--- src/rtl/seg_scan_display.sv ---
// Multiplexed hex 7-segment scanner with leading-zero blanking and per-digit blink.
// Data loaded mid-frame is held pending and committed only at the frame wrap, so a frame never tears.
module seg_digit_lane (
    input  logic [3:0] nib,
    input  logic       dp,
    input  logic       blank,
    output logic [7:0] pat
);
    logic [7:0] glyph;

    always_comb begin
        case (nib)
            4'h0: glyph = 8'hFC;
            4'h1: glyph = 8'h60;
            4'h2: glyph = 8'hDA;
            4'h3: glyph = 8'hF2;
            4'h4: glyph = 8'h66;
            4'h5: glyph = 8'hB6;
            4'h6: glyph = 8'hBE;
            4'h7: glyph = 8'hE0;
            4'h8: glyph = 8'hFE;
            4'h9: glyph = 8'hE6;
            4'hA: glyph = 8'hEE;
            4'hB: glyph = 8'h3E;
            4'hC: glyph = 8'h1A;
            4'hD: glyph = 8'h7A;
            4'hE: glyph = 8'h9E;
            default: glyph = 8'h8E;
        endcase
        pat = blank ? 8'h00 : {glyph[7:1], dp};
    end
endmodule

module seg_scan_display #(
    parameter int DIGITS       = 8,
    parameter int SCAN_DIV     = 100000,
    parameter int BLINK_FRAMES = 64
) (
    input  logic                  clk,
    input  logic                  rst,
    input  logic                  load,
    input  logic [4*DIGITS-1:0]   data,
    input  logic [DIGITS-1:0]     dp_in,
    input  logic [DIGITS-1:0]     blink_mask,
    input  logic                  blank_lz,
    output logic [7:0]            seg_out,
    output logic [DIGITS-1:0]     seg_en,
    output logic                  frame_tick,
    output logic                  load_ack
);
    localparam int SW = $clog2(SCAN_DIV);
    localparam int IW = $clog2(DIGITS);
    localparam int BW = (BLINK_FRAMES > 1) ? $clog2(BLINK_FRAMES) : 1;
    localparam logic [SW-1:0] SCAN_LAST  = SW'(SCAN_DIV - 1);
    localparam logic [IW-1:0] IDX_LAST   = IW'(DIGITS - 1);
    localparam logic [BW-1:0] BLINK_LAST = BW'(BLINK_FRAMES - 1);

    logic [SW-1:0]             scan_cnt;
    logic [IW-1:0]             idx;
    logic [BW-1:0]             blink_cnt;
    logic                      blink_ph;
    logic [DIGITS-1:0][3:0]    data_nib, disp_data, pend_data;
    logic [DIGITS-1:0]         disp_dp, pend_dp;
    logic                      pending;
    logic [DIGITS-1:0]         lz_blank;
    logic [DIGITS-1:0][7:0]    lane_pat;
    logic                      scan_end, wrap;

    assign data_nib = data;
    assign scan_end = (scan_cnt == SCAN_LAST);
    assign wrap     = scan_end && (idx == IDX_LAST);

    // digit k is a leading zero if it and every digit above it are zero; digit 0 always shows
    always_comb begin
        logic z;
        z        = 1'b1;
        lz_blank = '0;
        for (int k = DIGITS - 1; k > 0; k--) begin
            z           = z & (disp_data[k] == 4'h0);
            lz_blank[k] = z;
        end
    end

    for (genvar k = 0; k < DIGITS; k++) begin : g_lane
        seg_digit_lane u_lane (
            .nib   (disp_data[k]),
            .dp    (disp_dp[k]),
            .blank ((blink_mask[k] & blink_ph) | (blank_lz & lz_blank[k])),
            .pat   (lane_pat[k])
        );
    end

    always_ff @(posedge clk or negedge rst) begin
        if (!rst) begin
            scan_cnt   <= '0;
            idx        <= '0;
            blink_cnt  <= '0;
            blink_ph   <= 1'b0;
            disp_data  <= '0;
            disp_dp    <= '0;
            pend_data  <= '0;
            pend_dp    <= '0;
            pending    <= 1'b0;
            seg_out    <= 8'hFF;
            seg_en     <= '1;
            frame_tick <= 1'b0;
            load_ack   <= 1'b0;
        end else begin
            scan_cnt   <= scan_end ? '0 : scan_cnt + 1'b1;
            if (scan_end)
                idx <= (idx == IDX_LAST) ? '0 : idx + 1'b1;
            frame_tick <= wrap;
            load_ack   <= wrap && (pending || load);
            if (load) begin
                pend_data <= data_nib;
                pend_dp   <= dp_in;
            end
            if (wrap) begin
                // a load landing on the wrap cycle bypasses the pending buffer
                if (load) begin
                    disp_data <= data_nib;
                    disp_dp   <= dp_in;
                end else if (pending) begin
                    disp_data <= pend_data;
                    disp_dp   <= pend_dp;
                end
                pending <= 1'b0;
                if (blink_cnt == BLINK_LAST) begin
                    blink_cnt <= '0;
                    blink_ph  <= ~blink_ph;
                end else begin
                    blink_cnt <= blink_cnt + 1'b1;
                end
            end else if (load) begin
                pending <= 1'b1;
            end
            seg_en  <= ~(DIGITS'(1) << idx);
            seg_out <= ~lane_pat[idx];
        end
    end
endmodule

--- config.mk ---
export PLATFORM = sky130hd
export DESIGN_NAME = seg_scan_display
export DESIGN_NICKNAME = d
export VERILOG_FILES = /design/src/rtl/seg_scan_display.sv
export SDC_FILE = /design/constraint.sdc
export NUM_CORES = 1
export LEC_CHECK = 0
export CAP_MARGIN = 20
export CELL_PAD_IN_SITES_DETAIL_PLACEMENT = 1
export CELL_PAD_IN_SITES_GLOBAL_PLACEMENT = 1
export CORE_ASPECT_RATIO = 0.7
export CORE_MARGIN = 2
export CORE_UTILIZATION = 47
export CTS_CLUSTER_SIZE = 12
export DETAILED_ROUTE_END_ITERATION = 8
export PLACE_DENSITY = 0.9
export RECOVER_POWER = 25
export SLEW_MARGIN = 20
export SYNTH_ARGS = -nofsm -noshare
export SYNTH_HDL_FRONTEND = slang
export SYNTH_HIERARCHICAL = 1
export SYNTH_SLANG_ARGS = --single-unit
--- constraint.sdc ---
create_clock -name clk -period 2.7 [get_ports clk]
set_input_delay 0.54 -clock clk [delete_from_list [all_inputs] [get_ports clk]]
set_output_delay 0.54 -clock clk [all_outputs]
set_load 0.01 [all_outputs]
==> impl_results.rst, run 1 <==
.. list-table::
   :header-rows: 1

   * - Metric
     - Value
   * - Run status
     - finished, violations left
   * - Violations in the final reports
     - max-capacitance violations, max-slew violations
   * - Prevailing post-synth register cell
     - dfrtp_1
   * - Largest cells by area after synthesis
     - dfrtp_1 36%, mux2_2 10%, ha_1 7.9%
   * - Global Route Usage Sum
     - 0.265
   * - Count of endpoints failing hold in the final timing report
     - 0
   * - Largest net degree at the start of global routing
     - 45
   * - Normalized max-slew margin
     - -0.484
   * - Count of antenna-violating nets left after detailed routing
     - 0
   * - Width of the chip
     - 156 um
   * - Register-to-register path setup slack
     - 0.05 ns
   * - Final total power
     - a little under 5 mW
   * - Worst hold-check slack
     - 0.498 ns
   * - Count of antenna diodes in the layout
     - 0
   * - Routed length on met3
     - 828 um
   * - Met1 Routed Length
     - 9.48 mm
   * - Initial antenna violation count
     - 0
   * - Cell depth of the worst hold path
     - 1
   * - Largest area contributor in the netlist
     - dfrtp_1
   * - Die Outline Area
     - 17300 sq um
   * - Cell variety after synth
     - 46
   * - Placed insts
     - 946
   * - Critical Path AT
     - 2.96 ns
   * - Worst VDD drop
     - 0.000346 V
   * - Worst setup margin
     - 0.0543 ns
   * - Synthesized net count
     - 772
   * - Worst Path Class, Setup
     - flip-flop to flip-flop
   * - Half-perimeter wire length after placement
     - ~15 mm
   * - Global placement routability congestion
     - 0.890
   * - Launch instance of the worst register-to-register path
     - scan_cnt[13]$_DFF_PN0_
   * - Async set or reset register ratio after synthesis
     - 1.00
   * - First-pass GRT wire length
     - between 30 and 40 mm
   * - Root Buffer
     - clkbuf_16
   * - Critical Path End Type
     - flip-flop
   * - Cts bufs inserted
     - 17
   * - Total gr overflow
     - 0
   * - Deepest clock path buffer count
     - 2
   * - Share of Yosys cell area claimed by the top area cell type
     - 0.360
   * - Worst R2R Path Depth
     - 5
   * - Uppermost layer routed
     - met4
   * - Number of enable flip-flop cells after synthesis
     - 0
   * - Aggregate routed wire length
     - 21.7 mm
   * - Fraction of layout instances using a drive strength above 1
     - 0.275
   * - Pre-CTS WS
     - around 0.0033 ns
   * - Number of I/O pins
     - 70
   * - Fmax
     - 378 MHz
   * - Ratio of routed vias to standard cells
     - around 5.9
   * - Initial Utilization
     - 0.487
   * - Final core utilization
     - 0.593
   * - Number of max-slew violations in the final report
     - 39
   * - FF-to-FF End
     - disp_data[26]$_DFFE_PN0P_
   * - Fin area
     - 9300 sq um
   * - Ratio of final minimum period to clock period
     - 0.980
   * - Number of search-and-repair iterations in the first detailed-routing pass
     - 4
   * - Worst Clk Skew
     - approximately 0.0095 ns
   * - Nets@finish
     - about 870
   * - Cell Count, Final, Fillers Out
     - approximately 1000
   * - Final setup violation count
     - 0
   * - Total negative slack
     - 0 ns
   * - Startpoint of the worst setup timing path
     - scan_cnt[13]$_DFF_PN0_
   * - Data required time at the worst endpoint
     - between 3 and 4 ns
   * - Slew at the pin with the worst max-slew slack
     - 2.23 ns
   * - Kind of start point of the critical path
     - flip-flop
   * - Cell Pwr Density
     - roughly 530 nW/um^2
   * - Proportion of synthesized chip area in sequential cells
     - 0.415
   * - Gate count of the mapped netlist
     - 672
   * - Number of global-route vias before repair
     - around 6400
   * - Max-cap violation count
     - 1
   * - Number of levels in the clock H-tree
     - 4
   * - Count of unresolved DRC violations after routing
     - 0
   * - Number of hold buffers added after CTS
     - 0
   * - CTS tree
     - built
   * - Die outline height
     - 111 um
   * - DRT iter0 DRCs
     - 336
   * - End point of the critical path
     - disp_data[26]$_DFFE_PN0P_
   * - Core Area
     - 15700 sq um
   * - Wire length on met2
     - 10.7 mm
   * - Leak Pwr
     - 4.09 nW
   * - Number of placement rows
     - 38
   * - Total clock sinks
     - approximately 130
   * - Clock latency reported for the late side of the worst-skew pair
     - 0.43 ns
   * - Clock transition at the registers of the reported paths
     - 0.06 ns
   * - Area after detailed placement
     - 8710 sq um
   * - Critical-path maximum fanout
     - 24
   * - Mean instance size in the synthesized netlist
     - 11.4 sq um
   * - Mapped cell area
     - 7650 sq um
   * - Port-buffer cells
     - 69
   * - Layout overhead on the synthesized area
     - 21.6%
   * - Post-layout min period
     - 2.65 ns
   * - Via count
     - 5769
   * - #FFs+latches synth
     - 126
   * - Yosys warns
     - 6
   * - Hold Path Class
     - flip-flop to flip-flop
   * - Post-DR wirelength/cell
     - 22.2 um
[critical path: stages, from the launching register on]
cell	delay (ns)
dfrtp_1	0.43
or4b_1	0.54
or4_1	0.59
nor3_4	0.32
buf_12	0.26
mux2_2	0.38
[registers in the layout, summed over array words and instances (netlist names)]
| signal | count |
|---|---|
| blink_cnt | 6 |
| pend_dp | 8 |
| idx | 3 |
| load_ack | 1 |
| disp_data | 32 |
| disp_dp | 8 |
| blink_ph | 1 |
| scan_cnt | 17 |
| seg_en | 8 |
| pending | 1 |
| pend_data | 32 |
| frame_tick | 1 |
| seg_out | 8 |
[timing repair]
item / in CTS / in global routing
endpoints found under the hold margin: 0 / 0
buffers inserted: 0 / 1
gates resized for setup: 0 / 3
setup endpoints to repair: 0 / 1
[worst min-delay path by stage]
stage                           endpoint                    from  slack [ns]
3_5_place_dp       scan_cnt[8]$_DFF_PN0_   scan_cnt[8]$_DFF_PN0_        0.48
3_3_place_gp         seg_en[6]$_DFF_PN1_      idx[2]$_DFFE_PN0N_        0.47
6_report             seg_en[6]$_DFF_PN1_      idx[2]$_DFFE_PN0N_        0.50
4_1_cts        disp_data[15]$_DFFE_PN0P_                     rst        0.09
2_1_floorplan   blink_cnt[0]$_DFFE_PN0P_                     rst        0.24
5_1_grt           pend_dp[6]$_DFFE_PN0P_  pend_dp[6]$_DFFE_PN0P_        0.51
[routing by layer]
layer | GRT usage | vias to the layer above
met5 | 0 | -
met4 | 0.108 | 0
met3 | 0.0532 | 51
met2 | 0.440 | 152
met1 | 0.338 | 2971
li1 | - | 2595
[power breakdown]
group / switching (mW) / internal (mW) / total, mW
Sequential: 0.0481 / 1.99 / 2.03
Combinational: 0.325 / 0.331 / 0.655
Clock: 0.916 / 1.31 / 2.23
[cells by family (layout without fill, tap and decap cells)]
group,after synthesis,in the layout,synth area share
simple gates,190,190,0.132
flops,126,126,0.415
mux,123,123,0.224
compound gates,98,98,0.0830
buf+inv,72,178,0.0499
fa+ha+maj,48,48,0.0785
xor+xnor,15,15,0.0172
[layout by cell type (no fill, tap or decap), types with 9 or more instances in the layout]
master and count:
dfrtp_1 110, mux2_2 71, clkdlybuf4s50_1 67, ha_1 48
nor2_1 45, buf_4 40, nand2_1 36, nor2b_1 32
inv_1 31, o21ai_0 30, mux4_2 24, a21oi_1 19
mux2_4 19, clkbuf_16 17, and2b_1 16, dfstp_2 16
nand3_1 11, nor3_1 10, a31oi_1 10, mux2i_1 9
and2_1 9
[synthesized netlist by cell type (10+ instances only)]
cell	instances
ha_1	48
and2b_1	16
dfstp_2	16
mux4_2	24
nor2_1	45
nand2_1	36
buf_6	12
nor3_1	10
mux2_4	19
nor4_1	10
nand3_1	11
a31oi_1	10
o21ai_0	30
mux2_2	71
a21oi_1	19
clkbuf_1	16
nor2b_1	32
inv_1	31
dfrtp_1	110
[cell type report]
cell class	count	area, sq um
fill	1626	6390
multi-input combinational	474	4110
sequential	126	3170
timing repair buffer	116	1090
clock buffer	19	453
tap	200	250
inverter	31	116
clock inverter	12	111
Power figures use the tool's default switching activity.
==> inputs of run 2 (changes only) <==
--- a/config.mk
+++ b/config.mk
@@ -13,6 +13,7 @@
 export CORE_UTILIZATION = 47
 export CTS_CLUSTER_SIZE = 12
 export DETAILED_ROUTE_END_ITERATION = 8
+export GPL_TIMING_DRIVEN = 0
 export PLACE_DENSITY = 0.9
 export RECOVER_POWER = 25
 export SLEW_MARGIN = 20
==> run 2 against run 1 <==
  * Count of clock-buffer cells in the layout decreased by 1
  * Hold slack worse by 0.061 ns
  * Routed wire length increased by 2.6%
  * Non-clock buffer count rose by 1
  * Worst setup slack lost 0.013 ns
  * Critical path type unchanged
  * The run now ends clean
  * Via count increased by 1.7%
  * Largest cell class unchanged
  * Fmax fell by 0.48%
  * Global-route usage rose by 0.32 points
  * Critical path depth up 4
  * Clock power increased by 7%
  * Register-to-register slack is essentially flat
  * Flip-flop and latch count did not move
==> impl_results.rst, run 2 (synthesized netlist as in run 1, its figures left out) <==
.. list-table::
   :header-rows: 1

   * - Metric
     - Value
   * - Run status
     - complete, no violations
   * - Worst VDD drop
     - 0.000250 V (-28%)
   * - Die Outline Area
     - 17300 sq um (unchanged)
   * - Global Route Usage Sum
     - 0.268 (+0.00324)
   * - Half-perimeter wire length after placement
     - 15.6 mm (+1.9%)
   * - Placed insts
     - 941 (-0.53%)
   * - P_sw
     - 1.30 mW (+0.92%)
   * - Layout overhead on the synthesized area
     - 22.1%
   * - Post-DR wirelength/cell
     - 22.7 um (+2.3%)
   * - Count of antenna-violating nets left after detailed routing
     - 0 (unchanged)
   * - Ratio of routed vias to standard cells
     - 5.99 (+1.5%)
   * - Number of hold buffers added after CTS
     - 0 (unchanged)
   * - Registers with the most flip-flops
     - disp_data x32, pend_data x32, scan_cnt x17
   * - Worst setup margin
     - 0.0416 ns (-0.0127 ns)
   * - Clock transition at the registers of the reported paths
     - 0.06 ns (about the same)
   * - Setup repair after global routing missed its margin
     - yes
   * - Count of antenna diodes in the layout
     - 0 (unchanged)
   * - Internal power contribution
     - 3.78 mW (+4.0%)
   * - Max-cap violation count
     - 0 (-1)
   * - Via count
     - 5868 (+1.7%)
   * - Number of global-route vias before repair
     - 6387 (-0.73%)
   * - Cts bufs inserted
     - 17 (unchanged)
   * - Area after detailed placement
     - 8610 sq um (-1.2%)
   * - Critical Path End Type
     - flip-flop
   * - Die outline height
     - 111 um (unchanged)
   * - Cell Count, Final, Fillers Out
     - 980 (+0.20%)
   * - Normalized max-slew margin
     - 0.0615 (+0.546)
   * - Total clock sinks
     - 126 (unchanged)
   * - Pre-CTS WS
     - -0.491 ns (-0.494 ns)
   * - Number of levels in the clock H-tree
     - 4 (unchanged)
   * - Data required time at the worst endpoint
     - 3.03 ns (+0.02 ns)
   * - CTS tree
     - built
   * - Aggregate routed wire length
     - 22.2 mm (+2.6%)
   * - Root Buffer
     - clkbuf_16
   * - Fraction of layout instances using a drive strength above 1
     - 0.276 (+0.000577)
   * - Leak Pwr
     - 4.05 nW (-1.1%)
   * - Worst Path Class, Setup
     - flip-flop to flip-flop
   * - Cell Pwr Density
     - 543 nW/um^2 (+2.8%)
   * - Number of I/O pins
     - 70 (unchanged)
   * - Nets@finish
     - 867 (+0.12%)
   * - Fin area
     - 9340 sq um (+0.40%)
   * - Number of fillers in the final layout
     - 1601 (-1.5%)
   * - Total gr overflow
     - 0 (unchanged)
   * - Hold Path Class
     - input port to asynchronous set/reset pin
   * - DRT iter0 DRCs
     - 425 (+26%)
   * - Proportion of power drawn by the clock network
     - 0.471 (+0.018)
   * - Width of the chip
     - 156 um (unchanged)
   * - Critical Path AT
     - 2.99 ns (+0.03 ns)
   * - Count of endpoints failing hold in the final timing report
     - 0 (unchanged)
   * - Largest net degree at the start of global routing
     - 72 (+60%)
   * - Number of placement rows
     - 38 (unchanged)
   * - Count of unresolved DRC violations after routing
     - 0 (unchanged)
   * - Core Area
     - 15700 sq um (unchanged)
   * - Fmax
     - 376 MHz (-0.48%)
   * - Switching portion of total power
     - 0.256 (-0.00581)
   * - Clock latency reported for the late side of the worst-skew pair
     - 0.43 ns (about the same)
   * - Slew at the pin with the worst max-slew slack
     - 1.41 ns (-0.818 ns)
   * - Port-buffer cells
     - 68 (-1.4%)
   * - Sequential power share
     - 0.403 (-0.011)
   * - Global placement routability congestion
     - 0.935 (+5.1%)
   * - Deepest clock path buffer count
     - 2 (unchanged)
   * - Final total power
     - 5.08 mW (+3.2%)
   * - Kind of start point of the critical path
     - flip-flop
   * - Worst hold-check slack
     - 0.437 ns (-0.0610 ns)
   * - Initial Utilization
     - 0.487 (unchanged)
   * - Worst Clk Skew
     - 0.00723 ns (-0.00230 ns)
   * - Number of search-and-repair iterations in the first detailed-routing pass
     - 5 (+1)
   * - Initial antenna violation count
     - 0 (unchanged)
   * - First-pass GRT wire length
     - 35.5 mm (+0.94%)
   * - Post-layout min period
     - 2.66 ns (+0.0127 ns)
   * - Number of max-slew violations in the final report
     - 0 (-100%)
   * - Ratio of final minimum period to clock period
     - 0.985 (+0.00470)
   * - Combinational Power Share
     - 0.126 (-0.007)
   * - Commonest non-fill, non-tap cell in the layout
     - dfrtp_1
   * - Final setup violation count
     - 0 (unchanged)
   * - Critical-path maximum fanout
     - 8 (-67%)
   * - Commonest cells after routing, fill and taps aside
     - 107 x dfrtp_1, 71 x mux2_2, 67 x clkdlybuf4s50_1, 48 x ha_1, 45 x nor2_1
-- run 2: metal layers --
| layer | global-route usage | part of all wire |
|---|---|---|
| met5 | 0 | 0 |
| met1 | 0.348 | 0.42 |
| met4 | 0.103 | 0.026 |
| met2 | 0.435 | 0.49 |
| met3 | 0.0637 | 0.067 |
-- run 2: final timing paths --
kind / start / endpoint / slack, ns / depth (start not counted)
hold / removal: rst / pend_data[16]$_DFFE_PN0P_ / 0.44 / 1
max in group asynchronous: rst / disp_data[28]$_DFFE_PN0P_ / 0.42 / 2
setup / recovery: disp_data[28]$_DFFE_PN0P_ / seg_out[6]$_DFF_PN1_ / 0.04 / 9
hold reg to reg: pend_data[5]$_DFFE_PN0P_ / pend_data[5]$_DFFE_PN0P_ / 0.49 / 1
min in group clk: pend_data[5]$_DFFE_PN0P_ / pend_data[5]$_DFFE_PN0P_ / 0.49 / 1
setup reg to reg: disp_data[28]$_DFFE_PN0P_ / seg_out[6]$_DFF_PN1_ / 0.04 / 9
-- run 2: metrics by stage --
stage	setup TNS, ns	utilization
floorplan	0	-
detailed placement	-9.42	0.549
finish	0	0.595
global placement	-417.02	0.547
CTS	0	0.593
global route	-0.0422	0.595
-- run 2: worst max-delay path, stage by stage (launching register included) --
cell,delay [ns]
dfrtp_2,0.45
nor4_4,0.38
and3_4,0.27
nand3_2,0.13
o31ai_2,0.29
buf_4,0.19
a31oi_1,0.05
and2_1,0.15
mux4_2,0.46
mux2i_2,0.20
-- run 2: what timing repair did --
action / in CTS / in global routing
pin swaps: 4 / 3
endpoints found under the setup margin: 59 / 27
setup buffers: 4 / 5
resized for setup: 14 / 10
endpoints found under the hold margin: 0 / 0
-- run 2: power by group through the flow --
stage	clock, mW	combinational [mW]	sequential (mW)
final	2.39	0.641	2.05
after global routing	2.51	0.688	2.06
after CTS	2.43	0.629	2.05
after detailed placement	0	0.610	2.07
after global placement	0	0.563	2.07
after floorplan	0	0.351	2.06
-- run 2: final cells by class --
type / count / area (sq um) / share of cell area
plain buffers: 39 / 268 / 0.0287
clock buffers: 18 / 429 / 0.0459
clock inverters: 14 / 184 / 0.0197
inverters: 31 / 116 / 0.0125
multi-input cells: 474 / 4170 / 0.446
flip-flops and latches: 126 / 3180 / 0.340
well taps: 200 / 250 / 0.0268
repair buffers: 78 / 751 / 0.0804
==> inputs of run 3 (changes only) <==
--- a/config.mk
+++ b/config.mk
@@ -8,12 +8,13 @@
 export CAP_MARGIN = 20
 export CELL_PAD_IN_SITES_DETAIL_PLACEMENT = 1
 export CELL_PAD_IN_SITES_GLOBAL_PLACEMENT = 1
-export CORE_ASPECT_RATIO = 0.7
+export CORE_ASPECT_RATIO = 1.75
 export CORE_MARGIN = 2
 export CORE_UTILIZATION = 47
 export CTS_CLUSTER_SIZE = 12
 export DETAILED_ROUTE_END_ITERATION = 8
 export GPL_TIMING_DRIVEN = 0
+export HOLD_SLACK_MARGIN = 0.1
 export PLACE_DENSITY = 0.9
 export RECOVER_POWER = 25
 export SLEW_MARGIN = 20
==> constraint.sdc (replaced) <==
create_clock -name clk -period 3 [get_ports clk]
set_input_delay 0.6 -clock clk [delete_from_list [all_inputs] [get_ports clk]]
set_output_delay 0.6 -clock clk [all_outputs]
set_load 0.01 [all_outputs]
==> run 3 against run 2 <==
  * Core utilization shrank 1.7 points
  * Global-route usage shrank 2.1 points
  * Largest power group unchanged
  * Count of clock-buffer cells in the layout shrank 1
  * Critical endpoint unchanged
  * Register-to-register slack gained 0.07 ns
  * Routed wire length shrank 6.9%
  * Clock power shrank 16%
  * Highest routed layer unchanged
  * Power shrank 14%
  * Via count shrank 3.6%
  * Combinational power shrank 16%
  * Critical path depth is the same
  * Die area grew 0.14%
  * The flow now finishes with violations (design-rule violations)
  * Sequential power shrank 10%
==> impl_results.rst, run 3 (synthesized netlist as in run 1, its figures left out) <==
.. list-table::
   :header-rows: 1

   * - Metric
     - Value
   * - Busiest layer in global routing
     - met2
   * - Pre-CTS WS
     - -0.234 ns (+0.257 ns)
   * - Critical Path End Type
     - flip-flop
   * - Die outline height
     - 173 um (+56%)
   * - Number of hold buffers added after CTS
     - 0 (unchanged)
   * - Cell Count, Final, Fillers Out
     - 966 (-1.4%)
   * - Half-perimeter wire length after placement
     - 15.1 mm (-3.1%)
   * - Worst hold-check slack
     - 0.446 ns (+0.00847 ns)
   * - P_sw
     - 1.22 mW (-6.4%)
   * - Hold Path Class
     - input port to asynchronous set/reset pin
   * - Count of unresolved DRC violations after routing
     - 2 (+2)
   * - Count of antenna-violating nets left after detailed routing
     - 0 (unchanged)
   * - Final core utilization
     - 0.579 (-0.0167)
   * - Count of endpoints failing hold in the final timing report
     - 0 (unchanged)
   * - Deepest clock path buffer count
     - 2 (unchanged)
   * - Ratio of routed vias to standard cells
     - 5.85 (-2.3%)
   * - Number of levels in the clock H-tree
     - 4 (unchanged)
   * - Width of the chip
     - 100 um (-36%)
   * - Clock transition at the registers of the reported paths
     - 0.06 ns (about the same)
   * - Registers with the most flip-flops
     - disp_data x32, pend_data x32, scan_cnt x17
   * - Initial antenna violation count
     - 0 (unchanged)
   * - CTS tree
     - built
   * - Fraction of met1 tracks used by global routing
     - 0.268 (-0.0795)
   * - Layout overhead on the synthesized area
     - 20.1%
   * - Post-layout min period
     - 2.89 ns (+0.234 ns)
   * - Commonest non-fill, non-tap cell in the layout
     - dfrtp_1
   * - Number of max-slew violations in the final report
     - 0 (unchanged)
   * - Die Outline Area
     - 17300 sq um (+0.14%)
   * - Global Route Usage Sum
     - 0.247 (-0.0212)
   * - Number of global-route vias before repair
     - 6314 (-1.1%)
   * - Total negative slack
     - 0 ns (unchanged)
   * - Nets@finish
     - 864 (-0.35%)
   * - Met2 global-route usage
     - 0.463 (+0.0287)
   * - Worst Clk Skew
     - 0.0132 ns (+0.00598 ns)
   * - Fraction of layout instances using a drive strength above 1
     - 0.255 (-0.0208)
   * - Commonest cells after routing, fill and taps aside
     - 110 x dfrtp_1, 71 x mux2_2, 67 x clkdlybuf4s50_1, 48 x ha_1, 45 x nor2_1
   * - DRT iter0 DRCs
     - 170 (-60%)
   * - Worst Path Class, Setup
     - flip-flop to flip-flop
   * - Root Buffer
     - clkbuf_16
   * - Aggregate routed wire length
     - 20.7 mm (-6.9%)
   * - Leak Pwr
     - 4.02 nW (-0.64%)
   * - Switching portion of total power
     - 0.278 (+0.0213)
   * - Critical Path AT
     - 3.22 ns (+0.23 ns)
   * - Initial Utilization
     - 0.482 (-0.00569)
   * - Cell Pwr Density
     - 478 nW/um^2 (-12%)
   * - Fmax
     - 346 MHz (-8.1%)
   * - Kind of start point of the critical path
     - flip-flop
   * - Global placement routability congestion
     - 0.863 (-7.7%)
   * - Number of placement rows
     - 61 (+61%)
   * - Count of antenna diodes in the layout
     - 0 (unchanged)
   * - Critical-path maximum fanout
     - 8 (unchanged)
   * - Final setup violation count
     - 0 (unchanged)
   * - Core Area
     - 15900 sq um (+1.2%)
   * - Sequential power share
     - 0.419 (+0.016)
   * - Number of I/O pins
     - 70 (unchanged)
   * - Worst VDD drop
     - 0.000292 V (+17%)
   * - Total clock sinks
     - 126 (unchanged)
   * - First-pass GRT wire length
     - 33.1 mm (-6.9%)
   * - Largest net degree at the start of global routing
     - 75 (+4.2%)
   * - Slew at the pin with the worst max-slew slack
     - 1.29 ns (-0.118 ns)
   * - Met3 Use GR
     - 0.0404 (-0.0233)
   * - Port-buffer cells
     - 68 (unchanged)
   * - Setup repair after global routing missed its margin
     - no
   * - Ratio of final minimum period to clock period
     - 0.964 (-0.0206)
   * - Normalized max-slew margin
     - 0.140 (+0.0787)
   * - Cts bufs inserted
     - 17 (unchanged)
   * - Max-cap violation count
     - 0 (unchanged)
   * - Placed insts
     - 930 (-1.2%)
   * - Internal power contribution
     - 3.17 mW (-16%)
   * - Run status
     - finished, violations left
   * - Combinational Power Share
     - 0.122 (-0.004)
   * - Number of search-and-repair iterations in the first detailed-routing pass
     - 6 (+1)
   * - Proportion of power drawn by the clock network
     - 0.459 (-0.012)
   * - Violations in the final reports
     - design-rule violations
   * - Worst setup margin
     - 0.108 ns (+0.0665 ns)
   * - Total gr overflow
     - 0 (unchanged)
   * - Data required time at the worst endpoint
     - 3.33 ns (+0.30 ns)
   * - Area after detailed placement
     - 8590 sq um (-0.16%)
   * - Via count
     - 5654 (-3.6%)
   * - Fin area
     - 9190 sq um (-1.7%)
   * - Final total power
     - 4.39 mW (-14%)
   * - Post-DR wirelength/cell
     - 21.4 um (-5.5%)
   * - Clock latency reported for the late side of the worst-skew pair
     - 0.43 ns (about the same)
run 3: area by class of cell:
class	count	area, sq um
buffer	41	268
timing repair buffer	73	713
clock buffer	17	425
multi-input combinational	474	4110
inverter	31	116
clock inverter	15	146
sequential	126	3170
tap	189	236
fill	1639	6690
run 3: power groups by stage:
stage               clock [mW]  combinational, mW  sequential [mW]
CTS                       2.04              0.544             1.84
finish                    2.01              0.537             1.84
floorplan                    0              0.316             1.85
global placement             0              0.510             1.86
detailed placement           0              0.541             1.87
global route              2.12              0.584             1.85
run 3: metal layers:
metal | vias to the layer above | wire length, um
met1 | 2888 | 7760
met2 | 140 | 11700
met3 | 42 | 557
met4 | 0 | 631
met5 | - | 0
li1 | 2584 | -
run 3: path summary, 6_finish.rpt:
kind                                             endpoint                       from  depth (start not counted)  slack [ns]
min in group clk                 pend_data[9]$_DFFE_PN0P_   pend_data[9]$_DFFE_PN0P_                          1        0.50
max in group asynchronous       disp_data[13]$_DFFE_PN0P_                        rst                          2        0.81
worst min-delay path                scan_cnt[6]$_DFF_PN0_                        rst                          1        0.45
worst max register to register       seg_out[6]$_DFF_PN1_  disp_data[29]$_DFFE_PN0P_                          9        0.11
worst min register to register   pend_data[9]$_DFFE_PN0P_   pend_data[9]$_DFFE_PN0P_                          1        0.50
worst max-delay path                 seg_out[6]$_DFF_PN1_  disp_data[29]$_DFFE_PN0P_                          9        0.11
run 3: critical path, stage by stage (launching register included):
cell,delay (ns)
dfrtp_1,0.47
nor4_1,0.38
and3_2,0.33
nand3_1,0.18
o31ai_1,0.28
clkbuf_2,0.23
a31oi_1,0.05
and2_1,0.17
mux4_2,0.47
mux2i_1,0.23
run 3: what timing repair did:
action | CTS | global route
resized for setup | 1 | 4
setup buffers | 0 | 4
pin swaps | 0 | 1
setup endpoints to repair | 2 | 42
